$ cat config.mk
export PLATFORM = sky130hd
export DESIGN_NAME = servo_link_arbiter
export DESIGN_NICKNAME = d
export VERILOG_FILES = /design/src/rtl/servo_link_pkg.sv /design/src/rtl/servo_link_arbiter_ms_tick_timer.sv /design/src/rtl/servo_link_arbiter.sv
export SDC_FILE = /design/constraint.sdc
export NUM_CORES = 1
export LEC_CHECK = 0
export BUFFER_PORTS_ARGS = -buffer_cell sky130_fd_sc_hd__buf_2
export CORE_UTILIZATION = 49
export DETAILED_ROUTE_END_ITERATION = 6
export GPL_ROUTABILITY_DRIVEN = 0
export PLACE_DENSITY = 0.81
export SLEW_MARGIN = 20
export SYNTH_ARGS = -nofsm -noshare
export SYNTH_HDL_FRONTEND = slang
export SYNTH_SLANG_ARGS = --single-unit
$ cat constraint.sdc
create_clock -name sys_clk -period 3.2 [get_ports sys_clk]
set_input_delay 0.32 -clock sys_clk [delete_from_list [all_inputs] [get_ports sys_clk]]
set_output_delay 0.32 -clock sys_clk [all_outputs]
set_load 0.005 [all_outputs]
$ cat src/rtl/servo_link_pkg.sv
// Shared definitions for the servo link arbiter: link FSM states, command field widths,
// the default ms divider and a helper that sizes the ms counter.
package servo_link_pkg;

    localparam int ID_W            = 8;
    localparam int LOC_W           = 16;
    localparam int DEFAULT_CLK_DIV = 50_000;

    typedef enum logic [1:0] {
        IDLE,
        SEND,
        WAIT_FIN,
        GAP
    } link_state_e;

    // Width of an ms counter that can reach the larger of the two delays without wrapping.
    function automatic int ms_count_width(input int gap_ms, input int timeout_ms);
        int max_ms = (gap_ms > timeout_ms) ? gap_ms : timeout_ms;
        return (max_ms > 0) ? $clog2(max_ms + 1) : 1;
    endfunction

endpackage

$ cat src/rtl/servo_link_arbiter_ms_tick_timer.sv
// Millisecond timebase: a 0..CLK_DIV-1 divider whose wrap is the tick, plus a
// saturating count of ticks since the last clear.
module ms_tick_timer
    import servo_link_pkg::*;
#(
    parameter int CLK_DIV = DEFAULT_CLK_DIV,
    parameter int MS_W    = 8
) (
    input  logic            sys_clk,
    input  logic            sys_rst_n,
    input  logic            clr,
    input  logic            en,
    output logic            tick,
    output logic [MS_W-1:0] ms_count
);

    localparam int               DIV_W    = (CLK_DIV > 1) ? $clog2(CLK_DIV) : 1;
    localparam logic [DIV_W-1:0] DIV_LAST = DIV_W'(CLK_DIV - 1);
    localparam logic [MS_W-1:0]  MS_MAX   = '1;

    logic [DIV_W-1:0] div_cnt;

    assign tick = en && (div_cnt == DIV_LAST);

    // NOTE: reset is sampled on the clock edge and, like all state here, updated with <= only.
    always_ff @(posedge sys_clk) begin
        if (!sys_rst_n || clr) begin
            div_cnt  <= '0;
            ms_count <= '0;
        end else if (en) begin
            if (tick) begin
                div_cnt <= '0;
                if (ms_count != MS_MAX)
                    ms_count <= ms_count + 1'b1;
            end else begin
                div_cnt <= div_cnt + 1'b1;
            end
        end
    end

endmodule

$ cat src/rtl/servo_link_arbiter.sv
// Round-robin arbiter that hands one servo command at a time to a single UART sender,
// waits for its finish (or a timeout) and then holds the link idle for a minimum gap.
module servo_link_arbiter
    import servo_link_pkg::*;
#(
    parameter int  NUM_REQ    = 4,
    parameter int  CLK_DIV    = DEFAULT_CLK_DIV,
    parameter int  GAP_MS     = 20,
    parameter int  TIMEOUT_MS = 100,
    localparam int IDX_W      = (NUM_REQ > 1) ? $clog2(NUM_REQ) : 1
) (
    input  logic                     sys_clk,
    input  logic                     sys_rst_n,
    input  logic [NUM_REQ-1:0]       req_valid,
    input  logic [ID_W*NUM_REQ-1:0]  req_id,
    input  logic [LOC_W*NUM_REQ-1:0] req_location,
    output logic [NUM_REQ-1:0]       req_ready,
    output logic [NUM_REQ-1:0]       req_done,
    output logic [NUM_REQ-1:0]       req_err,
    output logic                     n2c_en,
    output logic [ID_W-1:0]          ID,
    output logic [LOC_W-1:0]         location,
    input  logic                     finish,
    output logic                     busy,
    output logic [IDX_W-1:0]         grant_idx
);

    localparam int              MS_W     = ms_count_width(GAP_MS, TIMEOUT_MS);
    localparam logic [MS_W-1:0] GAP_LAST = MS_W'((GAP_MS > 0) ? GAP_MS - 1 : 0);
    localparam logic [MS_W-1:0] TO_LAST  = MS_W'((TIMEOUT_MS > 0) ? TIMEOUT_MS - 1 : 0);

    link_state_e        state;
    logic [IDX_W-1:0]   last_grant;
    logic [IDX_W-1:0]   grant_sel;
    logic               grant_hit;
    logic [NUM_REQ-1:0] owner_bit;
    logic [ID_W-1:0]    id_arr  [NUM_REQ];
    logic [LOC_W-1:0]   loc_arr [NUM_REQ];

    logic               timer_clr;
    logic               timer_en;
    logic               ms_tick;
    logic [MS_W-1:0]    ms_count;
    logic               timeout_hit;
    logic               gap_done;

    for (genvar k = 0; k < NUM_REQ; k++) begin : g_unpack
        assign id_arr[k]  = req_id[ID_W*k +: ID_W];
        assign loc_arr[k] = req_location[LOC_W*k +: LOC_W];
    end

    // Walk from the farthest candidate to the nearest so the requester right after
    // last_grant overwrites everything else.
    // NOTE: every output of this block gets a default first, so no latch is inferred.
    always_comb begin
        grant_hit = 1'b0;
        grant_sel = last_grant;
        for (int i = NUM_REQ; i >= 1; i--) begin
            if (req_valid[IDX_W'((int'(last_grant) + i) % NUM_REQ)]) begin
                grant_hit = 1'b1;
                grant_sel = IDX_W'((int'(last_grant) + i) % NUM_REQ);
            end
        end
    end

    // The accept is same-cycle so a requester that drops valid can never be granted.
    assign req_ready = (state == IDLE && sys_rst_n && grant_hit) ?
                       (NUM_REQ'(1) << grant_sel) : '0;
    assign owner_bit = NUM_REQ'(1) << last_grant;

    assign timeout_hit = (TIMEOUT_MS == 0) || (ms_tick && ms_count == TO_LAST);
    assign gap_done    = (GAP_MS == 0) || (ms_tick && ms_count == GAP_LAST);
    assign timer_en    = (state == WAIT_FIN) || (state == GAP);
    assign timer_clr   = (state == SEND) ||
                         (state == WAIT_FIN && (finish || timeout_hit));

    ms_tick_timer #(
        .CLK_DIV (CLK_DIV),
        .MS_W    (MS_W)
    ) u_ms_tick_timer (
        .sys_clk   (sys_clk),
        .sys_rst_n (sys_rst_n),
        .clr       (timer_clr),
        .en        (timer_en),
        .tick      (ms_tick),
        .ms_count  (ms_count)
    );

    always_ff @(posedge sys_clk) begin
        if (!sys_rst_n) begin
            state      <= IDLE;
            n2c_en     <= 1'b0;
            req_done   <= '0;
            req_err    <= '0;
            busy       <= 1'b0;
            ID         <= '0;
            location   <= '0;
            grant_idx  <= '0;
            last_grant <= IDX_W'(NUM_REQ - 1);
        end else begin
            n2c_en   <= 1'b0;
            req_done <= '0;
            req_err  <= '0;
            case (state)
                IDLE: begin
                    if (grant_hit) begin
                        state      <= SEND;
                        n2c_en     <= 1'b1;
                        busy       <= 1'b1;
                        ID         <= id_arr[grant_sel];
                        location   <= loc_arr[grant_sel];
                        last_grant <= grant_sel;
                        grant_idx  <= grant_sel;
                    end
                end
                SEND: state <= WAIT_FIN;
                WAIT_FIN: begin
                    // A finish coinciding with the timeout tick still counts as success.
                    if (finish) begin
                        req_done <= owner_bit;
                        state    <= GAP;
                    end else if (timeout_hit) begin
                        req_err <= owner_bit;
                        state   <= GAP;
                    end
                end
                GAP: begin
                    if (gap_done) begin
                        state <= IDLE;
                        busy  <= 1'b0;
                    end
                end
                default: state <= IDLE;
            endcase
        end
    end

endmodule

==> out/qor.log <==
[sta] clk_skew 9.78 ps
[clock_tree] clock tree from TritonCTS yes
[die] number of placement rows 30
[worst_setup_path] Critical Path, Cell by Cell inv_1 -> ha_2 -> mux2i_1 -> a211o_1 -> buf_4 -> nand2_2 -> nor3_1 -> buf_2
[grt] maximum number of pins on one net before global-route repair 38
[pwr] total power consumption of the routed design 3.84 mW
[route] number of vias per cell 5.66
[worst_setup_path] Crit Path Max Fanout 25
[sta] post-layout worst setup margin 230 ps
[pwr] internal portion of total power 2.16 mW
[pwr] P_leak 2.05 nW
[die] io pins 143
[final_layout] final design instance area without fill 4460 µm²
[sta] headroom to the max-slew limit 0.312
[min_path] path category of the worst min-delay check in -> reg
[clock_tree] Num CTS Buffers 9
[grt] total global routing overflow 0
[synthesis] FF+latch count, synth 63
[clock_tree] maximum count of clock buffers along a single path 2
[synthesis] Yosys warning total 0
[pwr] Power Density 862 nW/µm²
[synthesis] post-synthesis cell type with the largest combined area sky130_fd_sc_hd__dfxtp_1
[placed_design] area post-placement 4280 µm²
[clock_tree] number of H-tree levels 3
[die] die outline area 7520 µm²
[die] height of the die 86.7 µm
[synthesis] sequential fraction of the synthesis area 0.359
[sta] upper clock frequency limit 0.337 GHz
[min_path] Hold Path Stages 3
[grt] via count of the first global-routing pass 3234
[placed_design] Detailed Place HPWL 7110 µm
[route] final wirelength 9760 µm
[route] Initial DRT Pass Iterations 4
[route] detailed router's first-iteration violation count 195
[synthesis] most common flop cell mapped by yosys sky130_fd_sc_hd__dfxtp_1
[worst_setup_path] cell count along the critical path 8
[die] standard cell core area 6870 µm²
[die] horizontal extent of the die 86.7 µm
[synthesis] net count of the mapped netlist 502
[synthesis] Area contributors post-synth sky130_fd_sc_hd__dfxtp_1 (36%), sky130_fd_sc_hd__mux2i_1 (8.5%), sky130_fd_sc_hd__a211oi_1 (5.6%)
[final_layout] fin nets 632
[placed_design] pre-CTS worst setup slack 352 ps
[final_layout] filler cell count 568
[route] number of remaining DRC errors 0
[clock_tree] CTS Root Buffer Type sky130_fd_sc_hd__clkbuf_8
[pwr] IR drop worst, VDD 0.000526 V
[pwr] reported net switching power 1.68 mW
[sta] Fin. Hold Viols 0
[worst_setup_path] worst endpoint data arrival time 2650 ps
[synthesis] top cell type's share of synthesized area 0.359
[sta] setup repair after global routing missed its margin no
[worst_setup_path] launch instance of the worst register-to-register path last_grant[1]
[route] number of vias after detailed routing 3510
[synthesis] commonest cells in the netlist sky130_fd_sc_hd__dfxtp_1 (63), sky130_fd_sc_hd__mux2i_1 (30), sky130_fd_sc_hd__nor2_1 (29), sky130_fd_sc_hd__o21ai_0 (27), sky130_fd_sc_hd__a211oi_1 (26)
[sta] setup tns final 0 ps
[placed_design] number of I/O port buffers 142
[final_layout] ANT cells 0
[worst_setup_path] worst-case register-to-register setup slack 390 ps
[run] max-cap violation count 0
[min_path] worst hold start req_location[30]
[sta] fin crit share 0.928
[worst_setup_path] start point of the critical path last_grant[1]
[clock_tree] clock insertion delay at the later pin of the skew report 350 ps
[worst_setup_path] kind of cell adding the most delay to the critical path buffers and inverters
[die] effective utilization at floorplan 0.512
[placed_design] Inst Count DP 604
[grt] total track usage 0.264
[worst_setup_path] buffers and inverters on the worst path 3
[sta] actual slew at the worst max-slew pin 1030 ps
[worst_setup_path] crit start category register
[grt] wire length of the first global-routing pass 15300 µm
[worst_setup_path] endpoint class of the critical path output port
[clock_tree] Clk pin slew, worst setup/hold paths 80 ps
[pwr] part of the power in combinational logic 0.555
[sta] Final Max Tran Viols 0
[worst_setup_path] category of the critical setup timing path reg -> out
[synthesis] Post-Synthesis Cells 389
[sta] final worst path period need 2970 ps
[clock_tree] Clock Sinks 63
[final_layout] final non-filler cell total 620
[synthesis] average cell area after synthesis 9.04 µm²
[final_layout] layout cells sized above 1 0.340
[synthesis] most frequently used cell type in the post-synthesis netlist sky130_fd_sc_hd__dfxtp_1
[sta] number of setup violations in the final report 0
[run_status] status finished clean
[pwr] Switching Fraction 0.438
[worst_setup_path] standard cell with the maximum stage delay on the critical path sky130_fd_sc_hd__ha_2
[synthesis] proportion of synthesized flip-flops having asynchronous set or reset 0
[final_layout] relative area change from synthesis to final layout 26.8%
[pwr] sequential fraction of design power 0.282
[worst_setup_path] stage delay of the slowest cell on the critical path 460 ps
[pwr] clock group share of total power 0.164
[grt] initial antenna violation count 0
[synthesis] number of different library cells in the post-synthesis netlist 50
[clock_tree] post-CTS setup buffer count 0
[worst_setup_path] Worst R2R Path Depth 7
[worst_setup_path] required time of the worst setup path 2880 ps
[route] DR WL/cell 15.7 µm
[route] Final ANT Viol Nets 0
[synthesis] mapped cell area 3510 µm²
[synthesis] number of enable-type register cells in the synthesized netlist 0
placed cells by master, fill, tap and decap left out, drive strengths merged, types with 8 or more instances in the layout:
cell and n:
a2111oi 24, a211oi 26, a21boi 8, a21oi 9, and2 10, and3 23, buf 148, clkbuf 12
dfxtp 63, ha 10, inv 8, mux2i 30, nand2 18, nand3 11, nor2 29, o21ai 27
xor2 14
cells by family (layout without fill, tap and decap cells):
group | after synthesis | in the layout | synth area share
mux | 32 | 32 | 0.0983
flops | 63 | 63 | 0.359
simple gates | 119 | 119 | 0.182
buf+inv | 37 | 172 | 0.0502
compound gates | 111 | 111 | 0.233
xor+xnor | 17 | 17 | 0.0424
fa+ha+maj | 10 | 10 | 0.0356
what timing repair did:
action,4_1_cts,5_1_grt
hold buffers,0,0
gates resized for setup,0,1
endpoints found under the setup margin,0,1
metrics by stage:
stage | hold slack (ps) | utilization
floorplan | 444 | -
global placement | 453 | 0.623
detailed placement | 464 | 0.623
CTS | 304 | 0.648
global route | 333 | 0.649
finish | 307 | 0.649
area by class of cell:
type                       count  area [µm²]  share of cell area
clock buffer                  12         155              0.0348
tap                           96         120              0.0270
inverter                       8        30.0             0.00674
sequential                    63        1260               0.283
clock inverter                 4        20.0             0.00449
multi-input combinational    289        2100               0.472
timing repair buffer         148         768               0.172
worst min-delay path, stage by stage:
cell and delay (ps):
sky130_fd_sc_hd__buf_2 90, sky130_fd_sc_hd__mux2i_1 110, sky130_fd_sc_hd__a211oi_1 80
registers in the layout, indices dropped and copies added, names as in the netlist:
register,cells
busy,1
n2c_en,1
u_ms_tick_timer.div_cnt,16
u_ms_tick_timer.ms_count,7
grant_idx,2
last_grant,2
req_err,4
state,2
location,16
ID,8
req_done,4
final timing paths:
check | end
min reg2reg | grant_idx[1]
max | req_ready[2]
max reg2reg | location[12]
min | location[14]
power by group through the flow:
stage / combinational [mW] / clock (mW) / sequential [mW]
3_3_place_gp: 2.05 / 0 / 1.09
5_1_grt: 2.34 / 0.660 / 1.10
4_1_cts: 2.12 / 0.631 / 1.08
3_5_place_dp: 2.11 / 0 / 1.09
2_1_floorplan: 1.55 / 0 / 1.08
6_report: 2.13 / 0.629 / 1.08
layer usage:
| metal | part of all wire | up-vias | global-route usage |
|---|---|---|---|
| met5 | 0 | - | 0 |
| met1 | 0.43 | 1622 | 0.336 |
| met2 | 0.49 | 147 | 0.429 |
| li1 | - | 1715 | - |
| met3 | 0.057 | 26 | 0.0448 |
| met4 | 0.029 | 0 | 0.139 |
(Power assumes the default switching activity.)
